**config.mk**
```make
export PLATFORM = sky130hd
export DESIGN_NAME = time_display_scan
export DESIGN_NICKNAME = d
export VERILOG_FILES = /design/src/rtl/time_disp_pkg.sv /design/src/rtl/bcd_to_seg7.sv /design/src/rtl/time_display_scan.sv
export SDC_FILE = /design/constraint.sdc
export NUM_CORES = 1
export LEC_CHECK = 0
export BUFFER_PORTS_ARGS = -buffer_cell sky130_fd_sc_hd__buf_2
export CAP_MARGIN = 30
export CORE_MARGIN = 2
export CORE_UTILIZATION = 30
export CTS_BUF_LIST = sky130_fd_sc_hd__clkbuf_2 sky130_fd_sc_hd__clkbuf_4 sky130_fd_sc_hd__clkbuf_8
export CTS_CLUSTER_SIZE = 30
export DETAILED_ROUTE_END_ITERATION = 7
export PLACE_DENSITY = 0.49
export SLEW_MARGIN = 20
export SYNTH_ARGS = -nofsm -noshare
export SYNTH_HDL_FRONTEND = slang
export SYNTH_HIERARCHICAL = 1
export SYNTH_SLANG_ARGS = --single-unit
```
**constraint.sdc**
```tcl
create_clock -name clk -period 2.4 [get_ports clk]
set_clock_uncertainty 0.05 [all_clocks]
set_input_delay 0.48 -clock clk [delete_from_list [all_inputs] [get_ports clk]]
set_output_delay 0.48 -clock clk [all_outputs]
set_load 0.02 [all_outputs]
```
**src/rtl/time_disp_pkg.sv**
```systemverilog
// Shared constants and BCD-to-segment lookup for the HH:MM:SS scan driver.
package time_disp_pkg;

  localparam int NUM_DIGITS = 6;

  typedef enum logic [2:0] {
    SLOT_HT = 3'd0,
    SLOT_HO = 3'd1,
    SLOT_MT = 3'd2,
    SLOT_MO = 3'd3,
    SLOT_ST = 3'd4,
    SLOT_SO = 3'd5
  } slot_e;

  localparam logic [6:0] SEG_BLANK = 7'h7F;
  localparam logic [6:0] SEG_DASH  = 7'h3F;

  // Active-low {g,f,e,d,c,b,a}; non-BCD codes show a dash so bad counter values are visible.
  function automatic logic [6:0] bcd_to_seg(input logic [3:0] bcd);
    case (bcd)
      4'd0:    return 7'h40;
      4'd1:    return 7'h79;
      4'd2:    return 7'h24;
      4'd3:    return 7'h30;
      4'd4:    return 7'h19;
      4'd5:    return 7'h12;
      4'd6:    return 7'h02;
      4'd7:    return 7'h78;
      4'd8:    return 7'h00;
      4'd9:    return 7'h10;
      default: return SEG_DASH;
    endcase
  endfunction

endpackage

```
**src/rtl/bcd_to_seg7.sv**
```systemverilog
// Combinational BCD digit to active-low 7-segment pattern.
module bcd_to_seg7
  import time_disp_pkg::*;
(
  input  logic [3:0] i_bcd,
  output logic [6:0] o_seg_n
);

  assign o_seg_n = bcd_to_seg(i_bcd);

endmodule

```
**src/rtl/time_display_scan.sv**
```systemverilog
// Multiplexed 6-digit common-anode scan driver with per-frame snapshot and field blink.
// Optional: define LEADING_ZERO_BLANK_EN to blank a zero hour-tens digit.
module time_display_scan
  import time_disp_pkg::*;
#(
  parameter int CLK_HZ    = 50000000,
  parameter int SCAN_HZ   = 1000,
  parameter int BLINK_HZ  = 2,
  parameter int GUARD_CYC = 4
) (
  input  logic       clk,
  input  logic       reset,
  input  logic [3:0] hour_tens,
  input  logic [3:0] hour_ones,
  input  logic [3:0] min_tens,
  input  logic [3:0] min_ones,
  input  logic [3:0] sec_tens,
  input  logic [3:0] sec_ones,
  input  logic [2:0] blink_mask,
  output logic [6:0] seg_n,
  output logic       dp_n,
  output logic [5:0] dig_sel_n
);

  localparam int PRE_MAX   = CLK_HZ / SCAN_HZ;
  localparam int BLINK_MAX = CLK_HZ / (2 * BLINK_HZ);
  localparam int PRE_W     = (PRE_MAX > 1) ? $clog2(PRE_MAX) : 1;
  localparam int BLINK_W   = (BLINK_MAX > 1) ? $clog2(BLINK_MAX) : 1;

  logic [PRE_W-1:0]   r_pre;
  logic [BLINK_W-1:0] r_blink_cnt;
  logic               r_blink_phase;
  slot_e              r_idx;
  logic [3:0]         r_snap [NUM_DIGITS];
  logic [6:0]         r_seg_n;
  logic               r_dp_n;
  logic [5:0]         r_dig_sel_n;

  logic       w_tick;
  logic       w_blink_tgl;
  logic       w_guard;
  logic [3:0] w_digit;
  logic       w_field_blink;
  logic       w_blink_blank;
  logic       w_lz_blank;
  logic       w_colon;
  logic [6:0] w_dec_seg;
  logic [6:0] w_seg_next;
  logic       w_dp_next;
  logic [5:0] w_dig_next;

  assign w_tick      = (r_pre == PRE_W'(PRE_MAX - 1));
  assign w_blink_tgl = (r_blink_cnt == BLINK_W'(BLINK_MAX - 1));
  assign w_guard     = (r_pre < PRE_W'(GUARD_CYC));

  // NOTE: every always_comb output gets a default first so no path leaves it unassigned (no latch).
  always_comb begin
    w_digit       = r_snap[0];
    w_field_blink = 1'b0;
    case (r_idx)
      SLOT_HT: begin w_digit = r_snap[0]; w_field_blink = blink_mask[2]; end
      SLOT_HO: begin w_digit = r_snap[1]; w_field_blink = blink_mask[2]; end
      SLOT_MT: begin w_digit = r_snap[2]; w_field_blink = blink_mask[1]; end
      SLOT_MO: begin w_digit = r_snap[3]; w_field_blink = blink_mask[1]; end
      SLOT_ST: begin w_digit = r_snap[4]; w_field_blink = blink_mask[0]; end
      SLOT_SO: begin w_digit = r_snap[5]; w_field_blink = blink_mask[0]; end
      default: begin w_digit = r_snap[0]; w_field_blink = 1'b0; end
    endcase
  end

  bcd_to_seg7 u_dec (
    .i_bcd   (w_digit),
    .o_seg_n (w_dec_seg)
  );

`ifdef LEADING_ZERO_BLANK_EN
  assign w_lz_blank = (r_idx == SLOT_HT) && (w_digit == 4'd0);
`else
  assign w_lz_blank = 1'b0;
`endif

  assign w_blink_blank = r_blink_phase & w_field_blink;
  assign w_colon       = (r_idx == SLOT_HO) || (r_idx == SLOT_MO);
  assign w_seg_next    = (w_guard || w_blink_blank || w_lz_blank) ? SEG_BLANK : w_dec_seg;
  assign w_dp_next     = ~(w_colon & ~w_guard & ~w_blink_blank);
  assign w_dig_next    = w_guard ? 6'h3F : ~(6'b00_0001 << r_idx);

  // NOTE: sequential state uses non-blocking assignments so every register samples pre-edge values.
  always_ff @(posedge clk or negedge reset) begin
    if (!reset) begin
      r_pre         <= '0;
      r_blink_cnt   <= '0;
      r_blink_phase <= 1'b0;
      r_idx         <= SLOT_HT;
      // NOTE: the snapshot array is reset so the first frame after reset reads 00 00 00.
      for (int i = 0; i < NUM_DIGITS; i++) r_snap[i] <= 4'd0;
      r_seg_n       <= SEG_BLANK;
      r_dp_n        <= 1'b1;
      r_dig_sel_n   <= 6'h3F;
    end else begin
      r_pre       <= w_tick ? '0 : r_pre + PRE_W'(1);
      r_blink_cnt <= w_blink_tgl ? '0 : r_blink_cnt + BLINK_W'(1);
      if (w_blink_tgl) r_blink_phase <= ~r_blink_phase;

      if (w_tick) r_idx <= (r_idx == SLOT_SO) ? SLOT_HT : slot_e'(r_idx + 3'd1);

      // Frame boundary: capture all digits together so a carry ripple is never shown torn.
      if (w_tick && (r_idx == SLOT_SO)) begin
        r_snap[0] <= hour_tens;
        r_snap[1] <= hour_ones;
        r_snap[2] <= min_tens;
        r_snap[3] <= min_ones;
        r_snap[4] <= sec_tens;
        r_snap[5] <= sec_ones;
      end

      r_seg_n     <= w_seg_next;
      r_dp_n      <= w_dp_next;
      r_dig_sel_n <= w_dig_next;
    end
  end

  assign seg_n     = r_seg_n;
  assign dp_n      = r_dp_n;
  assign dig_sel_n = r_dig_sel_n;

endmodule

```
Yosys cells after proc, flatten, opt, wreduce, memory -nomap -nowiden
Memory sizes are Yosys's and may differ from the RTL's.
Index checks and enable logic that the tools add are counted.
W data, S select, Z words.
{ "totals": {"ff_bits": 82, "latchBits": 0, "mem_bits_rw": 0, "mem_bits_ro": 112, "inputBits": 29, "output_inout_bits": 14, "elab_cells": 48, "mem_count": 1} }
{ "op_classes": {"n_addsub": 3, "multipliers": 0, "n_div": 0, "n_lt_le_gt_ge": 1, "n_eq_ne": 7, "shifts": 1, "muxes": 7, "bitwise_logic": 8, "reduce_logical": 7} }
{ "mem_list": {"columns": ["memory", "words", "width", "read_ports", "rd_clocked_by_memory_dff", "write_ports", "line", "text"], "rows": [
  ["(no name shown)", 16, 7, 1, 0, 0, "time_disp_pkg.sv:20", "case (bcd)"]
]} }
{ "op_table": {"columns": ["operator", "n"], "rows": [
  ["$add A24 B1 Y24 const B", 1],
  ["$eq A24 B24 Y1 const B", 1],
  ["$mux W24", 1],
  ["$pmux W4 S5", 1],
  ["$add A16 B1 Y16 const B", 1],
  ["$eq A16 B16 Y1 const B", 1],
  ["$lt A16 B3 Y1 const B", 1],
  ["$mux W16", 1],
  ["$mux W7", 1],
  ["$eq A3 B2 Y1 const B", 2],
  ["$eq A3 B3 Y1 const B", 2],
  ["$mux W6", 1],
  ["$not A6 Y6", 1],
  ["$reduce_or A2 Y1", 3],
  ["$shl A1 B3 Y6 const A", 1],
  ["$not A1 Y1", 4],
  ["$add A3 B1 Y3 const B", 1],
  ["$and A1 B1 Y1", 3],
  ["$eq A3 B1 Y1 const B", 1],
  ["$logic_not A3 Y1", 1],
  ["$mux W3", 1],
  ["$pmux W1 S3", 1],
  ["$logic_or A1 B1 Y1", 2],
  ["$logic_and A1 B1 Y1", 1]
]} }

Depth between registers and ports, before layout
Gate-level depths: netlist of run 1.
{ "depth": {"ltp_word": 7, "depth_mapped": 12, "depth_no_buf": 11} }

By module
Netlist of run 1, hierarchy kept.
{ "by_module_without_submodules": {"columns": ["module", "n_inst", "cells_each", "area_each_um2", "seq_area_each_um2"], "rows": [
  ["time_display_scan", 1, 321, 3724.8, 2069.5],
  ["bcd_to_seg7", 1, 31, 224.0, 0.0]
]} }

Worst setup path after synthesis of run 1
Ideal clock, no wire load.
{ "synth_timing": {"kind": "register to register", "start": "register r_idx[2]", "end": "register r_seg_n[4] (netlist: seg_n[4])", "setup_time_ns": 0.063, "arrival_time_ns": 2.497, "required_ns": 2.287, "setup_slack_ns": -0.210, "stages_incl_launch_ff": 13, "path_buffers": 2, "period_less_slack_ns": 2.610, "cell_sequence": "dfrtp_1 > clkbuf_1 > inv_1 > ha_1 > or2_2 > clkbuf_1 > o211ai_1 > o21a_1 > inv_1 > ha_1 > or2b_1 > a31oi_1 > nand2b_1"} }
{ "synth_between": {"elab_cells_between_ends": 15, "classes_between": "eq/ne (5); mux (3); bitwise (1); reduce/logical (5); memory (1)"} }
{ "synth_lines": {"columns": ["item", "line", "text"], "rows": [
  ["start, declared", "time_display_scan.sv:33", "slot_e r_idx;"],
  ["start signal, assigned", "time_display_scan.sv:105", "if (w_tick) r_idx <= (r_idx == SLOT_SO) ? SLOT_HT : slot_e'(r_idx + 3'd1);"],
  ["$eq A3 B3 Y1 (tied with other cells)", "time_display_scan.sv:60", "case (r_idx)"],
  ["$pmux W4 S5 (*)", "time_display_scan.sv:60", null],
  ["via w_digit[1]", "time_display_scan.sv:42", "logic [3:0] w_digit;"],
  ["$mem_v2 Z16 W7 (*)", null, null],
  ["via w_dec_seg[4]", "time_display_scan.sv:47", "logic [6:0] w_dec_seg;"],
  ["$mux W7 (*)", "time_display_scan.sv:84", "assign w_seg_next = (w_guard || w_blink_blank || w_lz_blank) ? SEG_BLANK : w_dec_seg;"],
  ["via w_seg_next[4]", "time_display_scan.sv:48", "logic [6:0] w_seg_next;"],
  ["end signal, assigned", "time_display_scan.sv:117", "r_seg_n <= w_seg_next;"],
  ["end, declared", "time_display_scan.sv:35", "logic [6:0] r_seg_n;"]
]} }
Mark *: on every way through the listed nets, which the timed path passes. The rest lies on a longest branch.
A chain may end at the register's enable or synchronous reset.

Final worst setup path of run 1
{ "layout_timing": {"start": "register r_idx[0]", "end": "register r_seg_n[3] (netlist: seg_n[3])"} }
The elaborated chain is that of the path after synthesis.

==> results.yml, run 1 <==
yosys:
  synth-simple-area-share_pct: 19.0
  synth_cells: 352
  async_flop_share_pct: 100
  syn_area_um2: 3950
  synth_fp_nets: 393
  yosys_warnings: 6
  ys.flop_type: "dfrtp_1"
  synth.area.mux_share_pct: 8.71
  synth_compound_area_share_pct: 6.88
  synth_xor_area_share_pct: 6.65
  netlist-cell-type-count: 50
  synth-seq-cells: 82
  synth_top_family_by_area: "simple AND/OR/NAND/NOR gates"
  syn_area_per_cell_um2: 11.2
  synthAdderAreaFrac_pct: 3.80
  yosysSeqAreaShare_pct: 52.4
  synth_edf_count: 0
clock_tree:
  clockBufferDepth: 2
  h-tree-depth: 3
  cts_root_buffer: "clkbuf_8"
  cts_tree: "done"
  cts.sinks: 82
  cts_made_buffers: 9
  clk_pin_slew_worst_paths_ns: 0.10
  clock_latency_ns: 0.38
die:
  fp.coreArea_um2: 12700
  ioPinCount: 43
  num_rows: 41
  die_h_um: 119
  start_util_pct: 31.0
  die_w_um: 119
  dieArea_um2: 14100
sta:
  period_minus_slack_ns: 2.24
  finalMaxSlewViolations: 0
  tns_ns: 0
  fmax_mhz: 447
  fin_ws_ns: 0.161
  rsz0062_at_grt: "false"
  setup_viol: 0
  hold_ws_ns: 0.0578
  period_share_pct: 93.3
  tightest_slew_ns: 0.593
  relSlewSlack_pct: 60.5
  finalHoldViolCount: 0
place:
  place_congestion: 0.783
  port_buffers: 42
  post-place-cells: 577
  pre_cts_ws_ns: 0.0667
  dp_hpwl_um: 6260
  dpl_cell_area_um2: 4480
critical_path:
  r2r_start: "r_idx[0]"
  critPathLaunchType: "flip-flop"
  r2r_end: "seg_n[3]"
  rr_worst_depth: 11
  rrSetupSlack_ns: 0.16
  cp-endpoint: "seg_n[3]"
  cp-startpoint: "r_idx[0]"
  cp.required_ns: 2.66
  arrival_ns: 2.49
  end_kind: "flip-flop"
  cp_max_fo: 5
  criticalPathCategory: "flip-flop to flip-flop"
outcome:
  status: "complete, no violations"
global_routing:
  grt_pass1_vias: 2894
  grt_overflow: 0
  antenna_found_initial: 0
  grt_pass1_wl_um: 14700
  grt_start_max_net_pins: 47
  grt_usage_pct: 13.4
layout:
  fin_area_um2: 4730
  drive_gt1_share_pct: 32.4
  fin_util_pct: 37.2
  nets: 459
  antenna_cells: 0
  stdcell_count: 595
  area_growth_pct: 19.7
route:
  wl_um: 8610
  antenna_left: 0
  num_vias: 2830
  wire_per_inst_um: 14.5
  drt-pass1-iter-count: 4
  vias_per_cell: 4.76
  remaining_drc_errors: 0
  drt-initial-drc-count: 232
min_path:
  hold_class: "primary input to async pin"
pwr:
  vdd_drop_max_v: 0.000267
  power_mw: 2.64
  p_leak_nw: 2.04
  power.density_nw_per_um2: 559
job:
  drv_cap: 0
[routing by layer]
metal	vias to the layer above	part of all wire (%)	routed length, um	GRT usage (%)
met5	-	0	0	0
met3	11	4.2	359	3.23
met4	0	1.9	163	6.25
met2	49	46	3930	20.0
li1	1388	-	-	-
met1	1382	48	4150	18.1
[cell type report]
class | count | area [um2]
clock buffer | 11 | 151
clock inverter | 5 | 60.1
fill | 1318 | 8000
inverter | 17 | 63.8
multi-input combinational | 246 | 1800
sequential | 82 | 2070
tap | 172 | 215
timing repair buffer | 62 | 363
[cells in the mapped netlist (3+ instances only)]
library cell,instances,area [um2]
a21oi_1,7,35.0
a22oi_1,6,45.0
and3_1,3,18.8
and3b_1,4,35.0
buf_2,3,15.0
clkbuf_1,3,11.3
dfrtp_1,68,1700
dfstp_2,14,368
ha_1,12,150
inv_1,17,63.8
mux2_2,27,304
mux2i_1,4,40.0
nand2_1,14,52.6
nand2b_1,8,50.1
nand3_1,16,80.1
nand4_1,15,93.8
nor2_1,24,90.1
nor2b_1,4,25.0
nor3_1,10,50.1
nor3b_1,4,30.0
nor4_1,9,56.3
o211ai_1,4,30.0
o21a_1,4,30.0
o21ai_0,10,50.1
or3_1,4,25.0
xnor2_1,18,158
xor2_1,12,105
[cell families (layout without fill, tap and decap cells)]
kind of cell | count (synthesis) | count (layout)
adders and majority gates | 12 | 12
AOI/OAI and AO/OA | 41 | 41
muxes | 31 | 31
buffers and inverters | 24 | 95
and+or+nand+nor | 132 | 132
xor gates and xnor gates | 30 | 30
DFF | 82 | 82
[layout by cell type (no fill, tap or decap), drive strengths merged, types with 3 or more instances in the layout]
| master | instances |
|---|---|
| or3 | 4 |
| nor3 | 10 |
| o211ai | 4 |
| xnor2 | 18 |
| dfrtp | 68 |
| nor4 | 10 |
| mux2i | 4 |
| and3 | 3 |
| and3b | 4 |
| buf | 62 |
| xor2 | 12 |
| o21ai | 10 |
| a22oi | 6 |
| nand4 | 16 |
| nor3b | 4 |
| nand3 | 17 |
| a21oi | 7 |
| nand2 | 14 |
| nand2b | 8 |
| nor2 | 26 |
| nor2b | 4 |
| clkbuf | 11 |
| mux2 | 27 |
| o21a | 4 |
| dfstp | 14 |
| inv | 19 |
| ha | 12 |
[registers in the layout, summed over array words and instances (netlist names)]
name	flops
r_pre	16
dp_n	1
r_blink_cnt	24
dig_sel_n	6
r_blink_phase	1
r_snap	24
r_idx	3
seg_n	7
[worst min path at each step]
stage                     startpoint              to  slack [ns]  cells after the start
after floorplan                reset  r_blink_cnt[0]        0.13                      0
after global placement      r_pre[0]        r_pre[0]        0.42                      1
after detailed placement    r_pre[0]        r_pre[0]        0.43                      1
after CTS                      reset  r_blink_cnt[8]        0.07                      1
after global routing           reset  r_blink_cnt[8]        0.10                      1
final                          reset  r_blink_cnt[8]        0.06                      1
[timing repair]
item,in CTS,in global routing
resized for setup,0,8
endpoints found under the setup margin,0,6
hold buffers,0,0
setup buffers,0,2
[critical path, stage by stage, from the launching register on]
cell,delay (ns)
dfrtp_1,0.42
inv_1,0.08
nor2_1,0.05
ha_2,0.18
a222oi_1,0.36
o211ai_1,0.16
o21a_1,0.19
inv_2,0.12
ha_4,0.21
and3b_1,0.15
a21oi_1,0.09
nand2b_1,0.11
[power by group]
part | internal (mW) | total (mW) | switching [mW] | leakage, nW
Sequential | 1.42 | 1.43 | 0.0160 | 1.01
Combinational | 0.0644 | 0.142 | 0.0775 | 0.926
Clock | 0.543 | 1.06 | 0.522 | 0.106
Note: power is estimated with default switching activity, not from simulation.
==> inputs of run 2 (changes only) <==
--- a/config.mk
+++ b/config.mk
@@ -5,6 +5,7 @@
 export SDC_FILE = /design/constraint.sdc
 export NUM_CORES = 1
 export LEC_CHECK = 0
+export ABC_AREA = 1
 export BUFFER_PORTS_ARGS = -buffer_cell sky130_fd_sc_hd__buf_2
 export CAP_MARGIN = 30
 export CORE_MARGIN = 2
==> results.yml, run 2 <==
route:
  wire_per_inst_um: 12.4
  antenna_left: 0
  remaining_drc_errors: 0
  num_vias: 3716
  drt-pass1-iter-count: 5
  wl_um: 10200
  drt-initial-drc-count: 253
  vias_per_cell: 4.50
layout:
  area_growth_pct: 16.1
  register_area_um2: 2070
  layout_common_cells: "nand2_1, nor2_1, dfrtp_1"
  multi_input_area_um2: 2080
  fillCellCount: 1583
  antenna_cells: 0
  stdcell_count: 825
  drive_gt1_share_pct: 19.0
  fin_util_pct: 35.7
  nets: 677
  largestRegisters: "r_blink_cnt: 24 flops, r_snap: 24 flops, r_pre: 16 flops"
  layout_commonest_cell: "nand2_1"
  fin_area_um2: 5190
sta:
  relSlewSlack_pct: 64.8
  tightest_slew_ns: 0.526
  hold_ws_ns: 0.278
  fin_ws_ns: 0.231
  finalHoldViolCount: 0
  rsz0062_at_grt: "false"
  tns_ns: 0
  setup_viol: 0
  fmax_mhz: 461
  period_share_pct: 90.4
  finalMaxSlewViolations: 0
  period_minus_slack_ns: 2.17
yosys:
  yosys-top-cells-count: "nand2_1, nor2_1, dfrtp_1, inv_1, nand3_1"
  yosys_warnings: 6
  synth_top_area_share_pct: 38.1
  yosys.area.top_type: "dfrtp_1"
  synth-seq-cells: 82
  yosysSeqAreaShare_pct: 46.3
  synth_fp_nets: 622
  ys.flop_type: "dfrtp_1"
  synth_cells: 581
  synth_edf_count: 0
  async_flop_share_pct: 100
  syn_area_per_cell_um2: 7.69
  netlist-cell-type-count: 31
  yosys-top-cells-area: "dfrtp_1, nand2_1, dfstp_2"
  post-synth-top-count-cell: "nand2_1"
  syn_area_um2: 4470
clock_tree:
  cts_tree: "done"
  clk_pin_slew_worst_paths_ns: 0.08
  cts_root_buffer: "clkbuf_8"
  clockBufferDepth: 2
  clock_latency_ns: 0.37
  cts.sinks: 82
  cts_made_buffers: 9
  h-tree-depth: 3
global_routing:
  grt_start_max_net_pins: 53
  antenna_found_initial: 0
  use_met3_pct: 4.21
  grt_overflow: 0
  grt_pass1_wl_um: 17700
  use_met2_pct: 22.1
  grt_usage_pct: 13.8
  gr-usage-met1_pct: 18.4
  grt-busiest-layer: "met2"
  grt_pass1_vias: 3640
pwr:
  p_int_mw: 2.03
  power_mw: 2.57
  p_clk_share_pct: 44.0
  swShare_pct: 21.3
  p_switching_mw: 0.547
  power_frac_comb_pct: 2.3
  power.density_nw_per_um2: 496
  vdd_drop_max_v: 0.000290
  p_leak_nw: 2.53
  p_seq_share_pct: 53.7
die:
  die_w_um: 126
  dieArea_um2: 15900
  ioPinCount: 43
  start_util_pct: 30.7
  die_h_um: 126
  num_rows: 44
  fp.coreArea_um2: 14500
critical_path:
  cp_max_fo: 5
  criticalPathCategory: "flip-flop to flip-flop"
  end_kind: "flip-flop"
  critPathLaunchType: "flip-flop"
  arrival_ns: 2.38
  cp.required_ns: 2.61
place:
  post-place-cells: 806
  port_buffers: 42
  dp_hpwl_um: 7540
  dpl_cell_area_um2: 4910
  pre_cts_ws_ns: 0.0430
  place_congestion: 0.893
job:
  drv_cap: 0
outcome:
  status: "complete, no violations"
min_path:
  hold_class: "primary input to flip-flop"
==> run 2: repair_timing <==
item | in CTS | in global routing
setup endpoints to repair | 0 | 7
buffers inserted | 0 | 2
hold buffers | 1 | 0
hold endpoints to repair | 14 | 0
gates resized for setup | 0 | 9
==> run 2: cell families after synthesis <==
group | after synthesis | synth area share [%]
and+or+nand+nor | 369 | 36.2
AOI/OAI and AO/OA | 20 | 2.52
xor gates and xnor gates | 20 | 3.92
DFF | 82 | 46.3
buffers and inverters | 78 | 7.65
adders and majority gates | 12 | 3.36
==> run 2: worst max-delay path: stages (launching register included) <==
cell	delay, ns
dfrtp_1	0.35
inv_1	0.06
buf_4	0.16
nor3_4	0.22
buf_4	0.16
nand2_1	0.05
nand2_1	0.06
nor2_1	0.05
a21oi_2	0.18
inv_1	0.11
ha_1	0.29
nand2_1	0.07
nand3_1	0.10
nand2_1	0.05
inv_1	0.04
nand3_1	0.07
==> run 2: power by group through the flow <==
stage                     Clock, mW  Sequential (mW)  Combinational [mW]
after global routing           1.25             1.38              0.0684
after floorplan                   0             1.41             0.00101
final                          1.13             1.38              0.0582
after detailed placement          0             1.41              0.0610
after global placement            0             1.41              0.0592
after CTS                      1.18             1.38              0.0620
==> run 2: worst paths after layout <==
path	start	slack, ns	depth (start not counted)	endpoint
max in group asynchronous	reset	1.11	3	dig_sel_n[0]
worst min-delay path	sec_ones[3]	0.28	3	r_snap[3]
min in group asynchronous	reset	0.53	2	r_blink_cnt[15]
worst min register to register	r_pre[0]	0.41	1	r_pre[0]
worst max register to register	r_idx[2]	0.23	15	seg_n[3]
worst max-delay path	r_idx[2]	0.23	15	seg_n[3]
==> run 2: cell type report <==
| type | instances | share of cell area, % |
|---|---|---|
| Clock buffer | 11 | 2.80 |
| Tap cell | 184 | 4.44 |
| Sequential cell | 82 | 39.9 |
| Clock inverter | 5 | 1.50 |
| Multi-Input combinational cell | 421 | 40.2 |
| Inverter | 68 | 5.02 |
| Timing Repair Buffer | 54 | 6.13 |
==> run 2: per-layer routing <==
layer,up-vias,wire [um]
met1,1746,5000
met4,0,89
li1,1907,-
met2,58,4740
met3,5,405
met5,-,0
==> inputs of run 3 (changes only) <==
--- a/config.mk
+++ b/config.mk
@@ -14,6 +14,7 @@
 export CTS_CLUSTER_SIZE = 30
 export DETAILED_ROUTE_END_ITERATION = 7
 export PLACE_DENSITY = 0.49
+export SETUP_SLACK_MARGIN = 0.4
 export SLEW_MARGIN = 20
 export SYNTH_ARGS = -nofsm -noshare
 export SYNTH_HDL_FRONTEND = slang
==> results.yml, run 3 (synthesis results as in run 2) <==
route:
  num_vias: 3765
  routed.top_layer: "met4"
  drt-initial-drc-count: 188
  vias_per_cell: 4.50
  wl_um: 10700
  wire_per_inst_um: 12.7
  wl_met1_um: 5030
  met3WireLength_um: 432
  remaining_drc_errors: 0
  wl_met2_um: 5070
  drt-pass1-iter-count: 4
  antenna_left: 0
pwr:
  p_leak_nw: 2.57
  p_int_mw: 1.89
  p_seq_share_pct: 56.8
  vdd_drop_max_v: 0.000316
  p_clk_share_pct: 40.9
  p_switching_mw: 0.547
  power.density_nw_per_um2: 452
  power_frac_comb_pct: 2.4
  swShare_pct: 22.5
global_routing:
  grt_usage_pct: 14.2
  grt_overflow: 0
  antenna_found_initial: 0
  grt_pass1_wl_um: 18200
  grt_pass1_vias: 3712
  grt_start_max_net_pins: 37
critical_path:
  path_cells: "inv_4, ha_4, inv_4, nand2_4, nand2_2, nor2_2, a21oi_4, buf_4, ha_1, inv_1, nand2_2, nand3_1, nand2_1, inv_1, nand3_1"
  cpLargestDelayFamily: "simple AND/OR/NAND/NOR gates"
  critPathLaunchType: "flip-flop"
  criticalPathCategory: "flip-flop to flip-flop"
  critPathBufInv: 5
  cp.required_ns: 2.61
  slowest_stage: "dfrtp_2"
  cp_max_fo: 6
  end_kind: "flip-flop"
  cpPeakStageDelay_ns: 0.48
  arrival_ns: 2.29
sta:
  rsz0062_at_grt: "true"
  finalMaxSlewViolations: 0
  tns_ns: 0
  setup_viol: 0
  period_minus_slack_ns: 2.08
  period_share_pct: 86.5
  finalHoldViolCount: 0
  tightest_slew_ns: 0.603
  fmax_mhz: 482
  relSlewSlack_pct: 59.7
min_path:
  hold_class: "primary input to async pin"
layout:
  largestRegisters: "r_blink_cnt: 24 flops, r_snap: 24 flops, r_pre: 16 flops"
  layout_common_cells: "nand2_1, nor2_1, dfrtp_1"
  multi_input_area_um2: 2220
  antenna_cells: 0
  area_growth_pct: 20.4
  drive_gt1_share_pct: 24.5
  register_area_um2: 2070
  nets: 689
  fin_util_pct: 37.0
  fillCellCount: 1572
  layout_commonest_cell: "nand2_1"
die:
  ioPinCount: 43
  start_util_pct: 30.7
  fp.coreArea_um2: 14500
  die_h_um: 126
  die_w_um: 126
  dieArea_um2: 15900
  num_rows: 44
job:
  drv_cap: 0
clock_tree:
  clockBufferDepth: 2
  cts_made_buffers: 9
  cts.sinks: 82
  clock_latency_ns: 0.37
  h-tree-depth: 3
  cts_root_buffer: "clkbuf_8"
  cts_tree: "done"
  cts_hold_buffers: 0
  clk_pin_slew_worst_paths_ns: 0.08
outcome:
  status: "complete, no violations"
place:
  port_buffers: 42
  dp_hpwl_um: 7500
  place_congestion: 0.849
run 3: through the flow:
step | std cells | total power [mW] | worst slack [ns] | area [um2] | hold slack, ns
after CTS | 831 | 2.49 | 0.382 | 5250 | 0.0219
after floorplan | 581 | 1.41 | 0.405 | 4490 | 0.134
final | 837 | 2.43 | 0.323 | 5380 | 0.0138
after global placement | 804 | 1.47 | 0.222 | 4910 | 0.399
after global routing | 837 | 2.57 | 0.196 | 5380 | 0.0278
after detailed placement | 804 | 1.47 | 0.134 | 4910 | 0.400
run 3: worst register-to-register path, delay by kind of cell, from the launching register on:
kind / cells / cell delay [ns]
flip-flops: 1 / 0.48
AND/OR/NAND/NOR: 7 / 0.53
buffers and inverters: 5 / 0.38
adder cells (fa/ha/maj): 2 / 0.46
AO/OA/AOI/OAI: 1 / 0.09
run 3: cell type report:
cell class	instances	share of cell area, %
Tap cell	184	4.28
Multi-Input combinational cell	421	41.2
Inverter	68	4.98
Timing Repair Buffer	66	7.45
Clock inverter	6	1.07
Sequential cell	82	38.6
Clock buffer	10	2.44
run 3: path summary, 6_finish.rpt:
check | from | to | slack (ns) | depth (start not counted)
worst max-delay path | r_idx[1] | seg_n[0] | 0.32 | 15
worst min-delay path | reset | r_blink_cnt[11] | 0.01 | 1
worst max register to register | r_idx[1] | seg_n[0] | 0.32 | 15
worst min register to register | r_blink_cnt[0] | r_blink_cnt[0] | 0.41 | 1
max in group asynchronous | reset | dig_sel_n[3] | 1.60 | 2
min in group clk | min_tens[2] | r_snap[14] | 0.28 | 3
run 3: what timing repair did:
item,4_1_cts,5_1_grt
pin swaps,10,13
cloned,0,0
setup buffers,11,6
gates resized for setup,19,19
endpoints found under the setup margin,7,13
run 3: power by group through the flow:
stage / logic, mW / clock network (mW) / registers [mW]
CTS: 0.0611 / 1.04 / 1.38
floorplan: 0.00101 / 0 / 1.41
finish: 0.0572 / 0.995 / 1.38
detailed placement: 0.0606 / 0 / 1.41
global placement: 0.0589 / 0 / 1.41
global route: 0.0676 / 1.12 / 1.38
run 3: layer usage:
layer  vias to the layer above  GRT usage (%)
met5                         -              0
met4                         0           3.88
met3                        10           4.33
met2                        62           22.9
met1                      1761           18.5
li1                       1932              -
